===== src/rtl/skew_matrix_loader.sv =====
// skew_matrix_loader: zero-fills one operand's bank pair, then writes a row-major
// int8 batch stream into the skewed layout the systolic array reads.
module skew_matrix_loader #(
    parameter int ARRAY_SIZE      = 8,
    parameter int DATA_WIDTH      = 8,
    parameter int SRAM_DATA_WIDTH = 32,
    parameter int BATCH           = 3,
    parameter int ADDR_WIDTH      = 10,
    parameter int CLEAR_DEPTH     = ARRAY_SIZE * BATCH + 3
) (
    input  logic                       clk,
    input  logic                       srst,
    input  logic                       start,
    input  logic                       in_valid,
    input  logic [DATA_WIDTH-1:0]      in_data,
    output logic                       in_ready,
    output logic                       sram_wsb0,
    output logic                       sram_wsb1,
    output logic [ADDR_WIDTH-1:0]      sram_waddr,
    output logic [SRAM_DATA_WIDTH-1:0] sram_wdata,
    output logic [3:0]                 sram_bytemask,
    output logic                       busy,
    output logic                       done
);
    localparam int CW    = $clog2(CLEAR_DEPTH);
    localparam int BW    = BATCH > 1 ? $clog2(BATCH) : 1;
    localparam int XW    = $clog2(ARRAY_SIZE);
    localparam int LANES = SRAM_DATA_WIDTH / DATA_WIDTH;
    localparam logic [2:0] S_IDLE  = 3'd0;
    localparam logic [2:0] S_CLEAR = 3'd1;
    localparam logic [2:0] S_LOAD  = 3'd2;
    localparam logic [2:0] S_FLUSH = 3'd3;
    localparam logic [2:0] S_DONE  = 3'd4;

    logic [2:0]                 state_q, state_d;
    logic [CW-1:0]              clr_q, clr_d;
    logic [BW-1:0]              b_q, b_d;
    logic [XW-1:0]              r_q, r_d, c_q, c_d;
    logic                       wsb0_q, wsb0_d, wsb1_q, wsb1_d;
    logic [ADDR_WIDTH-1:0]      waddr_q, waddr_d;
    logic [SRAM_DATA_WIDTH-1:0] wdata_q, wdata_d;
    logic [3:0]                 mask_q, mask_d;
    logic                       c_last, r_last, b_last;

    assign c_last = c_q == XW'(ARRAY_SIZE - 1);
    assign r_last = r_q == XW'(ARRAY_SIZE - 1);
    assign b_last = b_q == BW'(BATCH - 1);

    always_comb begin
        state_d = state_q;
        clr_d   = clr_q;
        b_d     = b_q;
        r_d     = r_q;
        c_d     = c_q;
        wsb0_d  = 1'b1;
        wsb1_d  = 1'b1;
        waddr_d = '0;
        wdata_d = '0;
        mask_d  = 4'hf;
        case (state_q)
            S_IDLE: if (start) begin
                state_d = S_CLEAR;
                clr_d   = '0;
            end
            S_CLEAR: begin
                wsb0_d  = 1'b0;
                wsb1_d  = 1'b0;
                mask_d  = 4'h0;
                waddr_d = ADDR_WIDTH'(clr_q);
                clr_d   = clr_q + 1'b1;
                if (clr_q == CW'(CLEAR_DEPTH - 1)) begin
                    state_d = S_LOAD;
                    clr_d   = '0;
                    b_d     = '0;
                    r_d     = '0;
                    c_d     = '0;
                end
            end
            // Row r lands in bank r/4, lane r%4, shifted right by r%4 addresses.
            S_LOAD: if (in_valid) begin
                wsb0_d  = r_q[2];
                wsb1_d  = ~r_q[2];
                mask_d  = ~(4'b1000 >> r_q[1:0]);
                waddr_d = ADDR_WIDTH'(ARRAY_SIZE * b_q) + ADDR_WIDTH'(c_q) + ADDR_WIDTH'(r_q[1:0]);
                wdata_d = {LANES{in_data}};
                c_d     = c_q + 1'b1;
                if (c_last) begin
                    r_d = r_q + 1'b1;
                    if (r_last) begin
                        b_d = b_last ? '0 : b_q + 1'b1;
                        if (b_last) state_d = S_FLUSH;
                    end
                end
            end
            S_FLUSH: state_d = S_DONE;
            default: state_d = S_IDLE;
        endcase
    end

    always_ff @(posedge clk or posedge srst) begin
        if (srst) begin
            state_q <= S_IDLE;
            clr_q   <= '0;
            b_q     <= '0;
            r_q     <= '0;
            c_q     <= '0;
            wsb0_q  <= 1'b1;
            wsb1_q  <= 1'b1;
            waddr_q <= '0;
            wdata_q <= '0;
            mask_q  <= 4'hf;
        end else begin
            state_q <= state_d;
            clr_q   <= clr_d;
            b_q     <= b_d;
            r_q     <= r_d;
            c_q     <= c_d;
            wsb0_q  <= wsb0_d;
            wsb1_q  <= wsb1_d;
            waddr_q <= waddr_d;
            wdata_q <= wdata_d;
            mask_q  <= mask_d;
        end
    end

    assign sram_wsb0     = wsb0_q;
    assign sram_wsb1     = wsb1_q;
    assign sram_waddr    = waddr_q;
    assign sram_wdata    = wdata_q;
    assign sram_bytemask = mask_q;
    assign in_ready      = state_q == S_LOAD;
    assign busy          = state_q == S_CLEAR || state_q == S_LOAD || state_q == S_FLUSH;
    assign done          = state_q == S_DONE;
endmodule


===== config.mk =====
export PLATFORM = sky130hd
export DESIGN_NAME = skew_matrix_loader
export DESIGN_NICKNAME = d
export VERILOG_FILES = /design/src/rtl/skew_matrix_loader.sv
export SDC_FILE = /design/constraint.sdc
export NUM_CORES = 1
export LEC_CHECK = 0
export ABC_AREA = 1
export CAP_MARGIN = 30
export CORE_ASPECT_RATIO = 1.75
export CORE_MARGIN = 4
export CORE_UTILIZATION = 45
export DETAILED_ROUTE_END_ITERATION = 16
export PLACE_DENSITY = 0.76
export SYNTH_ARGS = -nofsm -noshare
export SYNTH_HDL_FRONTEND = slang
export SYNTH_SLANG_ARGS = --single-unit

===== constraint.sdc =====
create_clock -name clk -period 2.1 [get_ports clk]
set_clock_uncertainty 0.05 [all_clocks]
set_input_delay 0.315 -clock clk [delete_from_list [all_inputs] [get_ports clk]]
set_output_delay 0.315 -clock clk [all_outputs]
set_load 0.005 [all_outputs]

Word-level counts from Yosys, hierarchy flattened
Cells that the tools add are included.

storage, ports and cells
  bits in registers = 64
  output and inout port bits = 51
  logic and storage cells = 75

cells by class
  add/subtract/negate cells = 6
  eq/ne operators = 14
  shifts and indexed selects = 1
  muxes and demuxes = 32
  bitwise operators = 2
  reduce and logical (&&, ||, !) cells = 10

operators by type and width
  cell                                                                     number
  32-bit 2-to-1 mux                                                        2
  3-bit 2-to-1 mux                                                         10
  7-bit case mux with 2 select lines                                       1
  3-bit case mux with 2 select lines                                       2
  3-bit case mux with 4 select lines                                       1
  2-bit 2-to-1 mux                                                         5
  5-bit 2-to-1 mux                                                         2
  5-bit case mux with 2 select lines                                       1
  3-bit == test, second input constant                                     3
  4-bit case mux with 2 select lines                                       1
  6-bit by 2-bit adder with 7-bit output                                   1
  7-bit 2-to-1 mux                                                         1
  3-bit by 1-bit adder with 3-bit output, second input constant            2
  5-bit by 3-bit adder with 6-bit output                                   1
  3-bit by 2-bit == test with 1-bit output, second input constant          2
  2-bit by 1-bit inequality test with 1-bit output, second input constant  3
  2-bit inequality test, second input constant                             3
  6-bit AND reduction                                                      1
  5-bit by 1-bit adder with 5-bit output, second input constant            1
  5-bit == test, second input constant                                     1
  5-bit AND reduction                                                      1
  4-bit 2-to-1 mux                                                         1
  4-bit inverter                                                           1
  1-bit case mux with 2 select lines                                       2
  other kinds (13)                                                         16

Logic depth before layout (Yosys ltp)
Gate-level depths: netlist (run 1).

  depth in word-level cells = 6
  depth in mapped cells = 9
  depth with buffers taken out = 9

Least setup slack after synthesis (run 1)
Ideal clock, no wire load.

  kind = flip-flop to flip-flop
  start = register r_q[0]
  end = register waddr_q[4], in the netlist sram_waddr[4]
  arrival time = 1.325 ns
  setup slack = 0.595 ns
  cell stages (with the launch flop) = 6
  path buffers = 0
  period minus slack after synthesis = 1.505 ns
  cell sequence = dfrtp_1 ha_1 fa_1 nand3_1 xor2_1 o22ai_1

between the ends
  longest elaborated chain between the ends = 3

RTL lines
  element                                 line  text
  from (decl)                             38    logic [XW-1:0] r_q, r_d, c_q, c_d;
  from (signal assigned)                  116   r_q <= r_d;
  6-bit by 2-bit adder with 7-bit output  84    waddr_d = ADDR_WIDTH'(ARRAY_SIZE * b_q) + ADDR_WIDTH'(c_q) + ADDR_WIDTH'(r_q[1:0]);
  7-bit 2-to-1 mux                        80    S_LOAD: if (in_valid) begin
  7-bit case mux with 2 select lines      60    case (state_q)
  named net waddr_d[4]                    40    logic [ADDR_WIDTH-1:0] waddr_q, waddr_d;
  to (signal assigned)                    120   waddr_q <= waddr_d;
  to (decl)                               40

The timed path passes the listed nets, and every way through them passes these cells.
A chain may end at the register's enable or synchronous reset.

Final worst setup path (run 1)
  start = register state_q[1]
  end = output busy

between the ends
  longest elaborated chain between the ends = 3

RTL lines
  element                                                                                                      line  text
  from (decl)                                                                                                  35    logic [2:0] state_q, state_d;
  from (signal assigned)                                                                                       113   state_q <= state_d;
  3-bit by 1-bit == test with 1-bit output / 3-bit by 2-bit == test with 1-bit output (equally long branches)  132   assign busy = state_q == S_CLEAR || state_q == S_LOAD || state_q == S_FLUSH;
  1-bit logical OR                                                                                             132
  1-bit logical OR (*)                                                                                         132
  to (decl)                                                                                                    22    output logic busy,

Every way passes the cells marked *; elsewhere a longest branch is shown, timed or not.

==> results.py, run 1 <==
metrics = {
    "run_status": {
        "outcome": "finished, final reports clean",
    },
    "die": {
        "start_util_pct": 47.2,
        "die_x_um": 58.1,
        "dieHeight_um": 95.7,
        "ios": 63,
        "row_count": 31,
        "total_die_area_um2": 5560,
        "core_area_um2": 4190,
    },
    "yosys": {
        "synth-seq-cells": 36,
        "synth_seq_area_share_pct": 45.9,
        "yosys.area_share.simple_pct": 25.2,
        "post_synth_inst_count": 227,
        "synth-compound-area-share_pct": 4.24,
        "synth_warnings": 0,
        "avgSynthCellArea_um2": 8.71,
        "yosys-mux-area-fraction_pct": 0,
        "netlist-cell-type-count": 28,
        "synth_adder_area_share_pct": 7.97,
        "synth-xor-area-share_pct": 1.33,
        "syn_area_um2": 1980,
        "synthDominantCellAreaShare_pct": 38.0,
        "post-synth-top-area-cell": "sky130_fd_sc_hd__dfrtp_1",
        "synth_top_family_by_area": "simple AND/OR/NAND/NOR gates",
        "main_area_contributors_after_synthesis": "sky130_fd_sc_hd__dfrtp_1 38%, sky130_fd_sc_hd__buf_4 11%, sky130_fd_sc_hd__nand2_1 11%",
    },
    "worst_setup_path": {
        "critPathCaptureType": "output pin",
        "timing.critical_path.from_type": "flip-flop",
        "r2r_setup_slack_ns": 0.48,
        "crit_path_max_fanout": 5,
        "cp_data_arrival_time_ns": 1.52,
        "worst-endpoint-required_ns": 1.74,
        "worstSetupPathType": "flip-flop to output pin",
        "worst_path_max_delay_cell": "sky130_fd_sc_hd__clkdlybuf4s50_1",
        "critical_path.max_stage_delay_ns": 0.52,
        "timing.critical_path.buf_inv": 2,
        "regToRegEndpoint": "sram_waddr[4]$_DFF_PP0_",
        "startpoint_of_the_most_critical_register_to_register_path": "r_q[0]$_DFFE_PP0P_",
        "crit_path_cell_trace": "inv_1 > a21oi_1 > clkdlybuf4s50_1",
        "timing.reg2reg.worst_path_depth": 5,
        "cell_family_contributing_the_most_delay_on_the_critical_path": "buffers and inverters",
    },
    "routing": {
        "wirelength_um": 4050,
        "drt-wirelength-per-cell_um": 12.8,
        "avgViaCountPerCell": 4.82,
        "remaining_drc_errors": 0,
        "dr_total_vias": 1522,
        "antenna_left": 0,
        "drt_iter0_markers": 26,
        "dr_pass1_iterations": 4,
    },
    "global_route": {
        "grt_start_max_net_pins": 37,
        "overflow": 0,
        "grt_antenna_before_repair": 0,
        "track_usage_pct": 15.7,
        "grt_pass1_wl_um": 6580,
        "first_global_vias": 1406,
    },
    "clocking": {
        "cts_setup_buffers": 0,
        "cts_root_buffer": "sky130_fd_sc_hd__clkbuf_8",
        "insertion_delay_ns": 0.28,
        "htree_levels": 2,
        "cts_tree": "done",
        "cts_resized": 0,
        "clk_pin_slew_worst_paths_ns": 0.07,
        "cts-buffers-inserted": 5,
        "clock_path_buffers": 2,
        "hold_buffers": 0,
        "numClockSinks": 36,
    },
    "place": {
        "post_dp_hpwl_um": 3170,
        "place_congestion": 0.881,
        "pre_cts_slack_ns": 0.483,
        "placement.io_buffers": 58,
    },
    "cells_and_area": {
        "diodes": 0,
        "layout-drive-gt1-share_pct": 12.7,
        "finish.net_count": 290,
        "fillers": 370,
        "area_delta_synth_final_pct": 27.0,
    },
    "sta": {
        "final_min_period_over_clock_period_pct": 89.8,
        "rsz0062_at_grt": "no",
        "report.final.hold_viol_count": 0,
        "setup-violations-final": 0,
        "max_freq_ghz": 0.530,
        "period_minus_slack_ns": 1.89,
        "finalWorstSetupSlack_ns": 0.213,
        "setup-tns-final_ns": 0,
        "number_of_pins_exceeding_their_max_slew_limit_in_the_final_report": 0,
    },
    "run": {
        "maxCapViolCount": 0,
    },
    "pwr": {
        "max-vdd-ir-drop_v": 0.000463,
        "totalPowerFinal_uw": 1890,
        "cellPowerDensity_nw_per_um2": 750,
        "power.static_leakage_uw": 0.00120,
    },
    "hold_path": {
        "worst_hold_class": "input port to async pin",
    },
}
## cell usage after synthesis (all sizes together)
cell / number
nand2: 65
buf: 30
dfrtp: 30
nor2: 23
inv: 18
nand3: 12
ha: 11
o21ai: 11
dfstp: 6
nor3: 4
o22ai: 3
a21oi: 2
clkbuf: 2
nand3b: 2
nand4: 2
xor2: 2
conb: 1
fa: 1
or2: 1
xnor2: 1
## how the worst max path moves through the flow
stage,from,end,slack [ns],cells after the start
4_1_cts,state_q[1]$_DFFE_PP0P_,busy,0.17,3
6_report,state_q[1]$_DFFE_PP0P_,busy,0.21,3
3_5_place_dp,r_q[0]$_DFFE_PP0P_,sram_waddr[4]$_DFF_PP0_,0.48,5
5_1_grt,state_q[2]$_DFFE_PP0P_,done,0.09,3
3_3_place_gp,state_q[0]$_DFFE_PP0P_,in_ready,0.52,4
2_1_floorplan,r_q[0]$_DFFE_PP0P_,sram_waddr[4]$_DFF_PP0_,0.59,5
## layer usage
layer,global-route usage (%),part of all wire (%),vias up
li1,-,-,764
met1,16.2,37,695
met2,29.2,56,55
met3,2.82,4.8,8
met4,8.90,2.9,0
met5,0,0,-
## cell usage in the layout (no fill, tap or decap), types with 4 or more instances in the layout
master / n
sky130_fd_sc_hd__clkbuf_8: 6
sky130_fd_sc_hd__clkdlybuf4s50_1: 58
sky130_fd_sc_hd__conb_1: 4
sky130_fd_sc_hd__dfrtp_1: 30
sky130_fd_sc_hd__dfstp_2: 6
sky130_fd_sc_hd__ha_1: 11
sky130_fd_sc_hd__inv_1: 13
sky130_fd_sc_hd__inv_2: 5
sky130_fd_sc_hd__nand2_1: 57
sky130_fd_sc_hd__nand2_2: 6
sky130_fd_sc_hd__nand3_1: 12
sky130_fd_sc_hd__nor2_1: 18
sky130_fd_sc_hd__nor3_1: 4
sky130_fd_sc_hd__o21ai_0: 9
## kinds of logic after synthesis
| family | after synthesis |
|---|---|
| flip-flops | 36 |
| XOR/XNOR | 3 |
| adder cells (fa/ha/maj) | 12 |
| buffers and inverters | 50 |
| other | 1 |
| AND/OR/NAND/NOR | 109 |
| AO/OA/AOI/OAI | 16 |
## worst reg2reg max path, stage by stage, from the launching register on
cell and delay (ns):
sky130_fd_sc_hd__dfrtp_1 0.46, sky130_fd_sc_hd__ha_1 0.26, sky130_fd_sc_hd__fa_1 0.40, sky130_fd_sc_hd__nand3_1 0.10, sky130_fd_sc_hd__xor2_1 0.15, sky130_fd_sc_hd__o22ai_1 0.08
## sequential cells by signal, indices dropped and copies added (netlist names)
signal         cells
sram_wsb1          1
sram_waddr         6
state_q            3
clr_q              5
r_q                3
c_q                3
b_q                2
sram_bytemask      4
sram_wsb0          1
sram_wdata         8
## final cells by class
class / instances / area (um^2) / share of cell area [%]
inverters: 18 / 67.6 / 2.69
repair buffers: 61 / 603 / 24.0
well taps: 49 / 61.3 / 2.44
flip-flops and latches: 36 / 908 / 36.2
clock buffers: 8 / 90.1 / 3.59
multi-input cells: 144 / 782 / 31.1
## stage by stage
| step | hold WS, ns | instance area, um^2 | std cells | util (%) |
|---|---|---|---|---|
| floorplan | 0.387 | 1990 | 230 | - |
| global placement | 0.476 | 2420 | 308 | 57.8 |
| detailed placement | 0.473 | 2420 | 308 | 57.8 |
| CTS | 0.388 | 2510 | 316 | 60.0 |
| global route | 0.425 | 2510 | 316 | 60.0 |
| finish | 0.379 | 2510 | 316 | 60.0 |
## power breakdown
part	total (uW)	leakage (uW)	internal, uW	switching, uW
Clock	502	0.0000455	267	235
Sequential	893	0.000458	805	88.0
Combinational	491	0.000699	282	208
(Power assumes the default switching activity.)
==> run 2, diff against run 1 <==
Settings changed: CORE_ASPECT_RATIO 1.75 to 1.1, CORE_UTILIZATION 45 to 46, PLACE_DENSITY 0.76 to 0.78.
==> run 2 against run 1 <==
  * Register-to-register slack lost 0.03 ns
  * Non-clock buffer count is the same
  * Clock power grew 19%
  * Clock-buffer cell count shrank 3
  * Die area shrank 2.7%
  * Final cell count grew 0.95%
  * Fmax shrank 1.6%
  * Cell area grew 1.0%
  * Worst setup slack lost 0.031 ns
  * Critical path type unchanged
  * Critical endpoint is now done
==> results.py, run 2 (same netlist as run 1, synthesis figures left out) <==
metrics = {
    "routing": {
        "remaining_drc_errors": 0,
        "wirelength_um": 4040,
        "drt_iter0_markers": 99,
        "avgViaCountPerCell": 4.85,
        "dr_pass1_iterations": 6,
        "antenna_left": 0,
        "dr_total_vias": 1546,
        "drt-wirelength-per-cell_um": 12.7,
    },
    "die": {
        "total_die_area_um2": 5410,
        "ios": 63,
        "start_util_pct": 48.8,
        "row_count": 24,
        "die_x_um": 70.5,
        "dieHeight_um": 76.8,
        "core_area_um2": 4050,
    },
    "global_route": {
        "grt_start_max_net_pins": 37,
        "first_global_vias": 1408,
        "grt_antenna_before_repair": 0,
        "grt_pass1_wl_um": 6690,
        "overflow": 0,
        "track_usage_pct": 15.6,
    },
    "worst_setup_path": {
        "worst_path_max_delay_cell": "sky130_fd_sc_hd__clkdlybuf4s50_1",
        "critPathCaptureType": "output pin",
        "critical_path.max_stage_delay_ns": 0.54,
        "cell_family_contributing_the_most_delay_on_the_critical_path": "buffers and inverters",
        "timing.critical_path.buf_inv": 2,
        "crit_path_max_fanout": 6,
        "crit_path_cell_trace": "inv_2 > nor3_1 > clkdlybuf4s50_1",
        "worstSetupPathType": "flip-flop to output pin",
        "cp_data_arrival_time_ns": 1.55,
        "r2r_setup_slack_ns": 0.45,
        "worst-endpoint-required_ns": 1.74,
        "timing.critical_path.from_type": "flip-flop",
    },
    "pwr": {
        "max-vdd-ir-drop_v": 0.000407,
        "power.static_leakage_uw": 0.00121,
        "totalPowerFinal_uw": 1980,
        "cellPowerDensity_nw_per_um2": 782,
    },
    "place": {
        "pre_cts_slack_ns": 0.364,
        "place_congestion": 0.822,
        "post_dp_hpwl_um": 3080,
        "placement.io_buffers": 58,
    },
    "clocking": {
        "clk_pin_slew_worst_paths_ns": 0.07,
        "cts-buffers-inserted": 5,
        "numClockSinks": 36,
        "insertion_delay_ns": 0.29,
        "cts_tree": "done",
        "cts_root_buffer": "sky130_fd_sc_hd__clkbuf_8",
        "clock_path_buffers": 2,
        "cts_resized": 0,
        "cts_setup_buffers": 0,
        "hold_buffers": 0,
        "htree_levels": 2,
    },
    "sta": {
        "finalWorstSetupSlack_ns": 0.182,
        "final_min_period_over_clock_period_pct": 91.3,
        "rsz0062_at_grt": "no",
        "report.final.hold_viol_count": 0,
        "number_of_pins_exceeding_their_max_slew_limit_in_the_final_report": 0,
        "max_freq_ghz": 0.521,
        "period_minus_slack_ns": 1.92,
        "setup-tns-final_ns": 0,
        "setup-violations-final": 0,
        "fin_hold_ws_ns": 0.374,
    },
    "cells_and_area": {
        "layout.core_utilization_pct": 62.6,
        "most_used_cells_in_the_layout_excluding_fill_and_tap_cells": "58 x sky130_fd_sc_hd__clkdlybuf4s50_1, 57 x sky130_fd_sc_hd__nand2_1, 30 x sky130_fd_sc_hd__dfrtp_1, 18 x sky130_fd_sc_hd__nor2_1, 13 x sky130_fd_sc_hd__inv_1",
        "largest_register_ffs": 8,
        "layout_commonest_cell": "sky130_fd_sc_hd__clkdlybuf4s50_1",
        "finish.net_count": 290,
        "diodes": 0,
        "layout-drive-gt1-share_pct": 13.5,
        "area_delta_synth_final_pct": 28.3,
    },
    "run_status": {
        "outcome": "finished, final reports clean",
    },
    "run": {
        "maxCapViolCount": 0,
    },
    "hold_path": {
        "worst_hold_class": "input port to async pin",
    },
}
run 2: changes by cell type in the layout (fill, tap and decap cells not counted), sizes merged:
cell and change:
bufinv +1, clkbuf -3, clkinv +1, clkinvlp +1
run 2: worst reg2reg max path, cell delays in order (launching register included):
cell	delay, ns
sky130_fd_sc_hd__dfrtp_1	0.46
sky130_fd_sc_hd__ha_1	0.26
sky130_fd_sc_hd__fa_1	0.41
sky130_fd_sc_hd__nand3_1	0.11
sky130_fd_sc_hd__xor2_1	0.15
sky130_fd_sc_hd__o22ai_1	0.08
run 2: final cells by class:
cell class,instances,area [um^2]
clock buffers,5,68.8
clock inverters,3,42.5
fillers,342,1520
well taps,52,65.1
inverters,18,67.6
flip-flops and latches,36,908
repair buffers,61,603
multi-input cells,144,782
run 2: routing by layer:
| layer | global-route usage (%) | wire length (um) | up-vias |
|---|---|---|---|
| met5 | 0 | 0 | - |
| met4 | 6.32 | 95 | 0 |
| met3 | 5.10 | 331 | 10 |
| met2 | 27.1 | 2000 | 57 |
| met1 | 17.3 | 1620 | 721 |
| li1 | - | - | 758 |
run 2: through the flow:
stage | area [um^2] | std cells
2_1_floorplan | 1990 | 230
3_3_place_gp | 2430 | 311
3_5_place_dp | 2430 | 311
4_1_cts | 2540 | 319
5_1_grt | 2540 | 319
6_report | 2540 | 319
run 2: path summary, 6_finish.rpt:
path / end / from / cells after the start
worst max-delay path: done / state_q[2]$_DFFE_PP0P_ / 3
worst min-delay path: sram_waddr[3]$_DFF_PP0_ / srst / 3
worst max register to register: sram_waddr[4]$_DFF_PP0_ / r_q[0]$_DFFE_PP0P_ / 5
worst min register to register: r_q[2]$_DFFE_PP0P_ / r_q[2]$_DFFE_PP0P_ / 2
max in group asynchronous: sram_bytemask[3]$_DFF_PP1_ / srst / 3
min in group clk: r_q[2]$_DFFE_PP0P_ / r_q[2]$_DFFE_PP0P_ / 2
run 2: power breakdown:
| part | switching [uW] | internal [uW] |
|---|---|---|
| registers | 86.3 | 805 |
| logic | 212 | 283 |
| clock network | 247 | 351 |
| total | 545 | 1440 |
==> run 3, diff against run 2 <==
Settings changed: PLACE_DENSITY 0.78 to 0.77.
==> run 3 against run 2 <==
  * Largest power group unchanged
  * Clock power shrank 18%
  * Utilization shrank 0.52 points
  * Register-to-register slack gained 0.04 ns
==> results.py, run 3 (same netlist as run 1, synthesis figures left out) <==
metrics = {
    "pwr": {
        "power.static_leakage_uw": 0.00120,
        "combinational_power_share_pct": 26.4,
        "cellInternalPower_uw": 1360,
        "power.switching_uw": 519,
        "clock_network_power_share_pct": 26.1,
        "power.switching_fraction_pct": 27.7,
        "power.share.sequential_pct": 47.4,
        "max-vdd-ir-drop_v": 0.000469,
        "cellPowerDensity_nw_per_um2": 745,
    },
    "routing": {
        "dr_pass1_iterations": 4,
        "met3WireLength_um": 317,
        "dr_total_vias": 1493,
        "remaining_drc_errors": 0,
        "antenna_left": 0,
        "route.met2.wl_um": 1910,
        "avgViaCountPerCell": 4.68,
        "wirelength_um": 3920,
        "top_layer": "met4",
        "drt_iter0_markers": 74,
        "routedLengthMet1_um": 1620,
        "drt-wirelength-per-cell_um": 12.3,
    },
    "worst_setup_path": {
        "startpoint_of_the_most_critical_register_to_register_path": "r_q[0]$_DFFE_PP0P_",
        "timing.critical_path.buf_inv": 2,
        "worstSetupPathType": "flip-flop to output pin",
        "worst_setup_path_endpoint": "busy",
        "timing.reg2reg.worst_path_depth": 5,
        "critPathCaptureType": "output pin",
        "crit_path_start": "state_q[1]$_DFFE_PP0P_",
        "cp_data_arrival_time_ns": 1.55,
        "regToRegEndpoint": "sram_waddr[4]$_DFF_PP0_",
        "worst_path_max_delay_cell": "sky130_fd_sc_hd__clkdlybuf4s50_1",
        "r2r_setup_slack_ns": 0.49,
        "crit_path_cell_trace": "inv_1 > a21oi_1 > clkdlybuf4s50_1",
        "cell_family_contributing_the_most_delay_on_the_critical_path": "buffers and inverters",
        "timing.critical_path.from_type": "flip-flop",
        "worst-endpoint-required_ns": 1.74,
        "crit_path_max_fanout": 5,
        "critical_path_depth": 3,
        "critical_path.max_stage_delay_ns": 0.54,
    },
    "clocking": {
        "cts_setup_buffers": 0,
        "clock_path_buffers": 2,
        "insertion_delay_ns": 0.28,
        "clk_pin_slew_worst_paths_ns": 0.07,
        "cts-buffers-inserted": 5,
        "htree_levels": 2,
        "cts_root_buffer": "sky130_fd_sc_hd__clkbuf_8",
        "numClockSinks": 36,
        "hold_buffers": 0,
        "cts_tree": "done",
        "cts_resized": 0,
    },
    "sta": {
        "final_min_period_over_clock_period_pct": 91.1,
        "setup-tns-final_ns": 0,
        "period_minus_slack_ns": 1.91,
        "number_of_pins_exceeding_their_max_slew_limit_in_the_final_report": 0,
        "setup-violations-final": 0,
        "report.final.hold_viol_count": 0,
        "max_freq_ghz": 0.523,
        "rsz0062_at_grt": "no",
    },
    "die": {
        "total_die_area_um2": 5410,
        "core_area_um2": 4050,
        "die_x_um": 70.5,
        "row_count": 24,
        "start_util_pct": 48.8,
        "dieHeight_um": 76.8,
        "ios": 63,
    },
    "cells_and_area": {
        "layout.area.seq_um2": 908,
        "layout-drive-gt1-share_pct": 12.7,
        "area_delta_synth_final_pct": 27.2,
        "fillers": 354,
        "multi_input_area_um2": 782,
        "final_cells": 319,
        "largest_register_ffs": 8,
        "most_used_cells_in_the_layout_excluding_fill_and_tap_cells": "58 x sky130_fd_sc_hd__clkdlybuf4s50_1, 57 x sky130_fd_sc_hd__nand2_1, 30 x sky130_fd_sc_hd__dfrtp_1, 18 x sky130_fd_sc_hd__nor2_1, 13 x sky130_fd_sc_hd__inv_1",
        "layout_commonest_cell": "sky130_fd_sc_hd__clkdlybuf4s50_1",
        "diodes": 0,
        "finish.net_count": 290,
    },
    "place": {
        "place_congestion": 0.800,
        "post-place-cells": 311,
        "placement.io_buffers": 58,
        "post_dp_hpwl_um": 3090,
    },
    "global_route": {
        "grt_pass1_wl_um": 6620,
        "grt_antenna_before_repair": 0,
        "overflow": 0,
        "track_usage_pct": 15.2,
        "first_global_vias": 1425,
        "grt_start_max_net_pins": 37,
    },
    "hold_path": {
        "worst_hold_class": "input port to async pin",
    },
    "run": {
        "maxCapViolCount": 0,
    },
    "run_status": {
        "outcome": "finished, final reports clean",
    },
}
## run 3: cell count changes in the layout (fill, tap and decap cells not counted)
cell	previous run	this run
sky130_fd_sc_hd__clkbuf_1	0	2
sky130_fd_sc_hd__clkinvlp_4	1	0
sky130_fd_sc_hd__clkinv_2	1	0
sky130_fd_sc_hd__bufinv_16	1	0
sky130_fd_sc_hd__clkbuf_8	5	6
## run 3: worst min path at each step
stage	to	slack, ns
floorplan	sram_wdata[23]$_DFF_PP0_	0.39
global placement	r_q[2]$_DFFE_PP0P_	0.47
detailed placement	clr_q[0]$_DFFE_PP0P_	0.49
CTS	clr_q[0]$_DFFE_PP0P_	0.39
global route	clr_q[2]$_DFFE_PP0P_	0.42
finish	clr_q[2]$_DFFE_PP0P_	0.38
## run 3: metal layers
layer / global-route usage [%] / vias up
li1: - / 757
met1: 17.8 / 682
met2: 25.7 / 48
met3: 4.44 / 6
met4: 6.51 / 0
met5: 0 / -
## run 3: stage by stage
stage	hold slack, ns	instance area (um^2)	utilization, %	setup slack (ns)	power, uW
after floorplan	0.387	1990	-	0.595	1190
after global placement	0.466	2430	59.8	0.521	1380
after detailed placement	0.489	2430	59.8	0.485	1400
after CTS	0.386	2520	62.1	0.167	1900
after global routing	0.423	2520	62.1	0.0682	2020
final	0.377	2520	62.1	0.186	1870
## run 3: cell type report
type | count | area share, %
Inverter | 18 | 2.69
Sequential cell | 36 | 36.1
Multi-Input combinational cell | 144 | 31.1
Clock buffer | 8 | 3.58
Tap cell | 52 | 2.59
Timing Repair Buffer | 61 | 24.0
## run 3: worst register-to-register path: stages (launching register included)
cell and delay [ns]:
sky130_fd_sc_hd__dfrtp_1 0.44, sky130_fd_sc_hd__ha_1 0.25, sky130_fd_sc_hd__fa_1 0.41, sky130_fd_sc_hd__nand3_1 0.10, sky130_fd_sc_hd__xor2_1 0.15, sky130_fd_sc_hd__o22ai_1 0.08
## run 3: power by group through the flow
stage                     logic (uW)  clock network [uW]  registers (uW)
after floorplan                  294                   0             894
after global placement           487                   0             895
after detailed placement         501                   0             902
after CTS                        505                 507             890
after global routing             579                 535             904
final                            495                 490             888
